## src/rtl/pe_broadcast_ctrl.sv

```systemverilog
// pe_broadcast_ctrl
//   Per-PE broadcast controller. Scans the local activation register file,
//   sends every selected activation to the router as one data packet, then
//   sends a single finish packet carrying the PE index.
//
// Ports
//   clk, rst          clock, asynchronous active-high reset
//   pe_idx            static PE index
//   start             start pulse, honoured only when idle
//   abort             synchronous abort back to idle (wins over start/send_ready)
//   cfg_act_no        number of valid entries (0..ACT_NO), sampled on start
//   cfg_mode          0 dense, 1 sparse (nonzero), 2 relu (>0), 3 dense; sampled on start
//   act_nz, act_pos   live per-entry nonzero / positive flags
//   rd_en, rd_addr    activation read port (high only while sending data)
//   rd_data           combinational read data for rd_addr
//   send_valid/ready  packet handshake to the router
//   send_data/addr    packet payload and router address (MSB set = finish packet)
//   busy              high whenever not idle
//   done              one-cycle pulse when the finish packet is accepted
//   sent_cnt          data packets accepted in the current/last broadcast
module pe_broadcast_ctrl #(
    parameter int unsigned ACT_NO   = 64,
    parameter int unsigned DATA_W   = 16,
    parameter int unsigned PE_IDX_W = 6,
    parameter int unsigned POS_W    = $clog2(ACT_NO),
    parameter int unsigned ADDR_W   = 1 + POS_W + PE_IDX_W + 4
) (
    input  logic                clk,
    input  logic                rst,
    input  logic [PE_IDX_W-1:0] pe_idx,
    input  logic                start,
    input  logic                abort,
    input  logic [POS_W:0]      cfg_act_no,
    input  logic [1:0]          cfg_mode,
    input  logic [ACT_NO-1:0]   act_nz,
    input  logic [ACT_NO-1:0]   act_pos,
    output logic                rd_en,
    output logic [POS_W-1:0]    rd_addr,
    input  logic [DATA_W-1:0]   rd_data,
    output logic                send_valid,
    input  logic                send_ready,
    output logic [DATA_W-1:0]   send_data,
    output logic [ADDR_W-1:0]   send_addr,
    output logic                busy,
    output logic                done,
    output logic [POS_W:0]      sent_cnt
);

    localparam int unsigned CNT_W = POS_W + 1;
    localparam logic [ADDR_W-1:0] FIN_ADDR = {1'b1, {(ADDR_W-1){1'b0}}};

    typedef enum logic [1:0] {
        StIdle,
        StScan,
        StSend,
        StFinish
    } state_e;

    state_e            state_q;
    logic [CNT_W-1:0]  ptr_q;
    logic [POS_W-1:0]  pos_q;
    logic [CNT_W-1:0]  act_no_q;
    logic [1:0]        mode_q;
    logic [CNT_W-1:0]  sent_cnt_q;

    logic [ACT_NO-1:0] mask;
    logic              lnzd_found;
    logic [POS_W-1:0]  lnzd_pos;

    // Selection mask follows the live flags; only the mode itself is latched.
    always_comb begin
        unique case (mode_q)
            2'd1:    mask = act_nz;
            2'd2:    mask = act_pos;
            default: mask = '1;
        endcase
    end

    // Lowest selected entry in [ptr_q, act_no_q). Scanning downwards lets the
    // lowest hit overwrite the others. ptr_q has one extra bit so stepping past
    // the last entry never wraps back to 0.
    always_comb begin
        lnzd_found = 1'b0;
        lnzd_pos   = '0;
        for (int i = ACT_NO - 1; i >= 0; i--) begin
            if (mask[i] && (CNT_W'(i) >= ptr_q) && (CNT_W'(i) < act_no_q)) begin
                lnzd_found = 1'b1;
                lnzd_pos   = POS_W'(i);
            end
        end
    end

    always_ff @(posedge clk or posedge rst) begin
        if (rst) begin
            state_q    <= StIdle;
            ptr_q      <= '0;
            pos_q      <= '0;
            act_no_q   <= '0;
            mode_q     <= '0;
            sent_cnt_q <= '0;
        end else begin
            unique case (state_q)
                StIdle: begin
                    if (start && !abort) begin
                        act_no_q   <= cfg_act_no;
                        mode_q     <= cfg_mode;
                        ptr_q      <= '0;
                        sent_cnt_q <= '0;
                        state_q    <= StScan;
                    end
                end
                StScan: begin
                    if (abort) begin
                        state_q <= StIdle;
                    end else begin
                        pos_q   <= lnzd_pos;
                        state_q <= lnzd_found ? StSend : StFinish;
                    end
                end
                StSend: begin
                    if (abort) begin
                        state_q <= StIdle;
                    end else if (send_ready) begin
                        ptr_q      <= CNT_W'(pos_q) + CNT_W'(1);
                        sent_cnt_q <= sent_cnt_q + CNT_W'(1);
                        state_q    <= StScan;
                    end
                end
                StFinish: begin
                    if (abort || send_ready) begin
                        state_q <= StIdle;
                    end
                end
                default: state_q <= StIdle;
            endcase
        end
    end

    // Outputs decode straight from registered state, so they are stable for
    // the whole of a stalled send and drop as soon as reset is asserted.
    always_comb begin
        rd_en      = 1'b0;
        rd_addr    = '0;
        send_valid = 1'b0;
        send_data  = '0;
        send_addr  = '0;
        done       = 1'b0;
        unique case (state_q)
            StSend: begin
                rd_en      = 1'b1;
                rd_addr    = pos_q;
                send_valid = 1'b1;
                send_data  = rd_data;
                send_addr  = ADDR_W'({pos_q, pe_idx});
            end
            StFinish: begin
                send_valid = 1'b1;
                send_data  = DATA_W'(pe_idx);
                send_addr  = FIN_ADDR;
                done       = send_ready && !abort;
            end
            default: ;
        endcase
    end

    assign busy     = (state_q != StIdle);
    assign sent_cnt = sent_cnt_q;

endmodule
```

## config.mk

```make
export PLATFORM = sky130hd
export DESIGN_NAME = pe_broadcast_ctrl
export DESIGN_NICKNAME = d
export VERILOG_FILES = /design/src/rtl/pe_broadcast_ctrl.sv
export SDC_FILE = /design/constraint.sdc
export NUM_CORES = 1
export LEC_CHECK = 0
export CAP_MARGIN = 20
export CORE_MARGIN = 5
export CORE_UTILIZATION = 39
export CTS_CLUSTER_DIAMETER = 60
export DETAILED_ROUTE_END_ITERATION = 6
export PLACE_DENSITY_LB_ADDON = 0.08
export SYNTH_ARGS = -nofsm -noshare
export SYNTH_HDL_FRONTEND = slang
export SYNTH_SLANG_ARGS = --single-unit
export TNS_END_PERCENT = 50
```

## constraint.sdc

```tcl
create_clock -name clk -period 2.4 [get_ports clk]
set_input_delay 0.6 -clock clk [delete_from_list [all_inputs] [get_ports clk]]
set_output_delay 0.6 -clock clk [all_outputs]
set_load 0.005 [all_outputs]
```

==> results.cfg, run 1 <==
[placement]
io_buffers = 209
place_inst = 1171
hpwl_mm = 22.1
place_congestion = 1.07
place_ws_ns = -0.669

[timing]
worstMarginPinSlew_ns = 0.566
clock.fmax_mhz = 342
finalMaxSlewViolations = 0
clock-skew-final_ns = 0.00776
setup_ws_ns = -0.525
slew_headroom = 0.622
fin_setup_tns_ns = -3.35
hold_viol = 0
rsz0062_at_grt = yes
finalSetupViolations = 14
post-route-period-util = 1.22
finalCriticalPeriod_ns = 2.93

[yosys]
syn_area_um2 = 4800
netlist.top_cell.by_area = dfrtp_1
synth_warnings = 0
synth_area_per_cell_um2 = 7.28
async_reset_ff_frac = 1.00
synth_area_leaders = dfrtp_1 (16%), a221oi_1 (10%), o21ai_0 (5.3%), a21oi_1 (4.9%), nand2_1 (4.7%)
ys.flop_type = dfrtp_1
seq_area_frac_synth = 0.162
synth_edf_count = 0
synth_top_area_frac = 0.162
synth_seq_cells = 31
synth.distinct_cells = 74
synthCells = 659

[route]
vias_per_cell = 6.81
drc = 0
drtPass1Iterations = 6
wl_per_cell_um = 26.9
drt_iter0_markers = 1405
wirelength_mm = 32.9
vias = 8328
ant_nets = 0

[worst_setup_path]
critPathMaxFanout = 10
path_cells = buf_4, buf_4, and2_1, o21ai_0, nand3b_1, nand4_1, and4bb_2, nand4_1, nor4_2, o22a_1
arrival_ns = 3.15
path_delay_family = simple AND/OR/NAND/NOR gates
crit_path_max_incr_delay_ns = 0.46
rrSetupSlack_ns = -0.53
slowest_stage = dfrtp_1
critPathCaptureType = flip-flop
criticalPathCategory = flip-flop to flip-flop
timing.critical_path.buf_inv = 2
crit_required_ns = 2.62
startpoint_type = flip-flop

[global_routing]
grt_max_degree = 32
grt_usage = 0.389
grt_pass1_vias = 8120
grt_overflow = 0
antenna_found_initial = 0
grt_pass1_wl_mm = 44.5

[finish]
instances_no_fill = 1223
syn2layout_area_growth_pct = 107
nFillCells = 675
post-route-util = 0.825
drive_gt1_frac = 0.370
fin_nets = 1222
diodes = 0

[worst_hold_path]
min_path_type = flip-flop to flip-flop

[power]
vdd_drop_max_mv = 0.974
p_leak_uw = 0.00416
power.density_nw_per_um2 = 1680

[cts]
path_clk_slew_ns = 0.06
cts_tree = built
ctsHoldBuffers = 0
clockBufferDepth = 2
cts-root-buf = clkbuf_16
htreeDepth = 2
worstSkewPairLatency_ns = 0.29
cts_buffers = 5
cts_num_sinks = 31

[floorplan]
core_um2 = 12100
die_y_um = 121
dieArea_um2 = 14600
row_count = 40
initial_utilization = 0.398
io_pins = 214
die_x_um = 121

[status]
status = complete, but fails checks
violations = negative setup slack

[flow_run]
drv_cap = 0
-- synth_stat cells (7+ instances only) --
cell type,count
nand2_1,60
a221oi_1,56
o21ai_0,51
a21oi_1,47
and2_1,33
nand3_1,32
dfrtp_1,31
buf_2,29
nor2_1,28
a221o_1,18
clkbuf_1,15
and3_1,14
buf_4,14
inv_1,13
nand4_1,13
nor2b_1,13
nor3_1,10
a2111oi_0,9
a211oi_1,9
a31oi_1,8
buf_1,8
nor4_1,7
or3_1,7
-- logic make-up after synthesis --
family          Yosys count  share of synthesized area
mux                      10                     0.0219
fa+ha+maj                 4                     0.0104
flops                    31                      0.162
compound gates          269                      0.407
other cells               1                   0.000781
xor+xnor                  7                     0.0128
simple gates            255                      0.298
buf+inv                  82                     0.0873
-- placed cells by master, fill, tap and decap left out, types with 5 or more instances in the layout --
cell | netlist | routed
buf_4 | 14 | 212
clkdlybuf4s50_1 | 0 | 202
nand2_1 | 60 | 58
o21ai_0 | 51 | 45
a21oi_1 | 47 | 38
and2_1 | 33 | 33
a221oi_2 | 1 | 32
dfrtp_1 | 31 | 30
nand3_1 | 32 | 28
nor2_1 | 28 | 26
a221o_1 | 18 | 18
nand4_1 | 13 | 13
a221oi_4 | 0 | 13
buf_6 | 3 | 13
a221oi_1 | 56 | 12
and3_1 | 14 | 11
buf_12 | 0 | 11
nor2b_1 | 13 | 10
inv_1 | 13 | 9
a21oi_2 | 1 | 8
o21ai_1 | 5 | 8
or3_1 | 7 | 7
nor3_1 | 10 | 7
o211ai_1 | 6 | 6
a22o_1 | 6 | 6
mux2i_1 | 6 | 6
xor2_1 | 5 | 5
a2111oi_4 | 0 | 5
a21o_1 | 5 | 5
a2111oi_2 | 2 | 5
a211oi_2 | 0 | 5
nand2b_1 | 5 | 5
clkbuf_16 | 0 | 5
buf_8 | 0 | 5
-- registers in the layout (all words and copies together) (netlist names) --
register,cells
act_no_q,7
mode_q,2
pos_q,6
ptr_q,7
sent_cnt,7
state_q,2
-- stage by stage --
stage / total power, uW / cell area [um2] / hold WS [ns]
final: 16700 / 9950 / 0.591
after global routing: 17200 / 9950 / 0.603
after CTS: 14200 / 9330 / 0.576
after detailed placement: 11600 / 8430 / 0.560
after global placement: 11500 / 8430 / 0.515
after floorplan: 6510 / 4970 / 0.495
-- power breakdown --
group	total, uW	internal, uW	leakage (uW)	switching (uW)
Clock	649	383	0.0000669	266
Sequential	963	657	0.000408	306
Combinational	15100	7310	0.00369	7790
-- cell type report --
cell class,instances,area [um2],share of cell area
multi-input combinational,549,4530,0.455
timing repair buffer,454,4240,0.426
sequential,31,777,0.0781
tap,168,210,0.0211
clock buffer,6,129,0.0130
inverter,13,48.8,0.00490
clock inverter,2,12.5,0.00126
-- timing repair --
item / in CTS / in global routing
cloned: 4 / 0
resized for setup: 102 / 80
endpoints found under the setup margin: 14 / 17
setup buffers: 23 / 20
pin swaps: 43 / 39
-- layer usage --
metal / global-route usage / part of all wire
met1: 0.427 / 0.33
met2: 0.685 / 0.46
met3: 0.0890 / 0.12
met4: 0.223 / 0.087
met5: 0 / 0
-- final timing paths --
check                                 start           to  cells past startpoint
worst max-delay path               ptr_q[4]   state_q[0]                     10
worst min-delay path            sent_cnt[1]  sent_cnt[1]                      1
worst max register to register     ptr_q[4]   state_q[0]                     10
worst min register to register  sent_cnt[1]  sent_cnt[1]                      1
max in group asynchronous               rst     ptr_q[2]                      3
min in group asynchronous               rst   state_q[1]                      3
Note: power is estimated with default switching activity, not from simulation.
==> inputs of run 2 (changes only) <==
--- a/config.mk
+++ b/config.mk
@@ -6,10 +6,13 @@
 export NUM_CORES = 1
 export LEC_CHECK = 0
 export CAP_MARGIN = 20
+export CORE_ASPECT_RATIO = 0.6
 export CORE_MARGIN = 5
 export CORE_UTILIZATION = 39
 export CTS_CLUSTER_DIAMETER = 60
+export CTS_CLUSTER_SIZE = 14
 export DETAILED_ROUTE_END_ITERATION = 6
+export HOLD_SLACK_MARGIN = 0.08
 export PLACE_DENSITY_LB_ADDON = 0.08
 export SYNTH_ARGS = -nofsm -noshare
 export SYNTH_HDL_FRONTEND = slang
==> results.cfg, run 2 (same netlist as run 1, synthesis figures left out) <==
[global_routing]
grt_pass1_vias = 7164
grt_max_degree = 51
grt-busiest-layer = met2
grt_overflow = 0
antenna_found_initial = 0
grt_usage = 0.348
grt_pass1_wl_mm = 40.1
grt_use_met2 = 0.513
grtUsageMet1 = 0.470
use_met3 = 0.149

[power]
power_uw = 15100
power.density_nw_per_um2 = 1610
vdd_drop_max_mv = 0.781
p_leak_uw = 0.00396

[finish]
postLayoutCellArea_um2 = 9370
final_common_cell = clkdlybuf4s50_1
drive_gt1_frac = 0.320
syn2layout_area_growth_pct = 95.2
fin_nets = 1192
post-route-util = 0.777
regArea_um2 = 777
final_cell_mix = clkdlybuf4s50_1 (203), buf_4 (192), nand2_1 (58), o21ai_0 (44), a21oi_1 (43)
multi_input_area_um2 = 4200
diodes = 0
nFillCells = 850
instances_no_fill = 1189

[floorplan]
core_um2 = 12100
die_x_um = 153
dieArea_um2 = 14700
die_y_um = 95.9
row_count = 31
io_pins = 214
initial_utilization = 0.398

[placement]
hpwl_mm = 21.7
place_area_um2 = 8400
place_inst = 1162
place_congestion = 1.16
io_buffers = 209

[worst_setup_path]
critPathCaptureType = flip-flop
crit_path_max_incr_delay_ns = 0.43
crit_required_ns = 2.62
startpoint_type = flip-flop
rrSetupSlack_ns = -0.46
arrival_ns = 3.08
reg2regPathDepth = 11
rr_startpoint = mode_q[1]
path_delay_family = simple AND/OR/NAND/NOR gates
critPathMaxFanout = 13
slowest_stage = dfrtp_1
timing.critical_path.buf_inv = 2
criticalPathCategory = flip-flop to flip-flop
r2r-end = state_q[0]
path_cells = ha_4, buf_16, buf_4, a221oi_4, a2111oi_4, a21oi_1, nand3_1, and4bb_2, nand4_1, nor4_2, o22a_1

[timing]
finalSetupViolations = 7
rsz0062_at_grt = yes
post-route-period-util = 1.19
setup_ws_ns = -0.459
finalMaxSlewViolations = 0
hold_viol = 0
clock-skew-final_ns = 0.00565
finalCriticalPeriod_ns = 2.86
clock.fmax_mhz = 350
worstMarginPinSlew_ns = 0.611
slew_headroom = 0.593
fin_setup_tns_ns = -2.85

[route]
wirelength_mm = 29.1
drtPass1Iterations = 7
wl_per_cell_um = 24.5
ant_nets = 0
vias = 7682
drt_iter0_markers = 957
drc = 55
vias_per_cell = 6.46

[cts]
cts-root-buf = clkbuf_16
worstSkewPairLatency_ns = 0.28
path_clk_slew_ns = 0.05
cts_tree = built
cts_buffers = 5
clockBufferDepth = 2
cts_num_sinks = 31
ctsHoldBuffers = 0
htreeDepth = 2

[worst_hold_path]
min_path_cells = 1
hold_end = sent_cnt[0]
min_path_type = flip-flop to flip-flop
min_from = sent_cnt[0]

[status]
violations = design-rule violations, negative setup slack
status = complete, but fails checks

[flow_run]
drv_cap = 0
==> run 2: how the worst max path moves through the flow <==
stage                     start  slack [ns]  depth (start not counted)    endpoint
floorplan             mode_q[1]      -0.005                         10    pos_q[4]
global placement    act_pos[58]       -0.54                         11    pos_q[3]
detailed placement  act_pos[23]       -0.62                         10    pos_q[4]
CTS                   mode_q[1]       -0.38                         12    pos_q[3]
global route          mode_q[0]       -0.51                         12  state_q[0]
finish                mode_q[1]       -0.46                         11  state_q[0]
==> run 2: layer usage <==
layer | vias up | wire length [um]
li1 | 3326 | -
met1 | 3643 | 11600
met2 | 603 | 11700
met3 | 110 | 4960
met4 | 0 | 842
met5 | - | 0
==> run 2: repair_timing <==
action	4_1_cts	5_1_grt
setup buffers	4	9
endpoints found under the setup margin	10	32
gates cloned	1	7
pin swaps	17	20
gates resized for setup	35	74
==> run 2: final cells by class <==
| cell class | instances | area share |
|---|---|---|
| Clock inverter | 1 | 0.000534 |
| Inverter | 13 | 0.00521 |
| Tap cell | 165 | 0.0220 |
| Timing Repair Buffer | 424 | 0.426 |
| Clock buffer | 6 | 0.0148 |
| Multi-Input combinational cell | 549 | 0.448 |
| Sequential cell | 31 | 0.0829 |
==> run 2: per-stage QoR <==
stage / worst slack, ns / hold WS (ns)
finish: -0.459 / 0.551
global route: -0.512 / 0.578
CTS: -0.376 / 0.558
detailed placement: -0.616 / 0.546
global placement: -0.539 / 0.536
floorplan: -0.00539 / 0.495
==> run 2: report_power, final <==
group | internal (uW) | switching [uW] | total, uW | leakage [uW]
sequential | 660 | 214 | 873 | 0.000408
combinational | 6370 | 7230 | 13600 | 0.00348
clock | 405 | 236 | 641 | 0.0000727
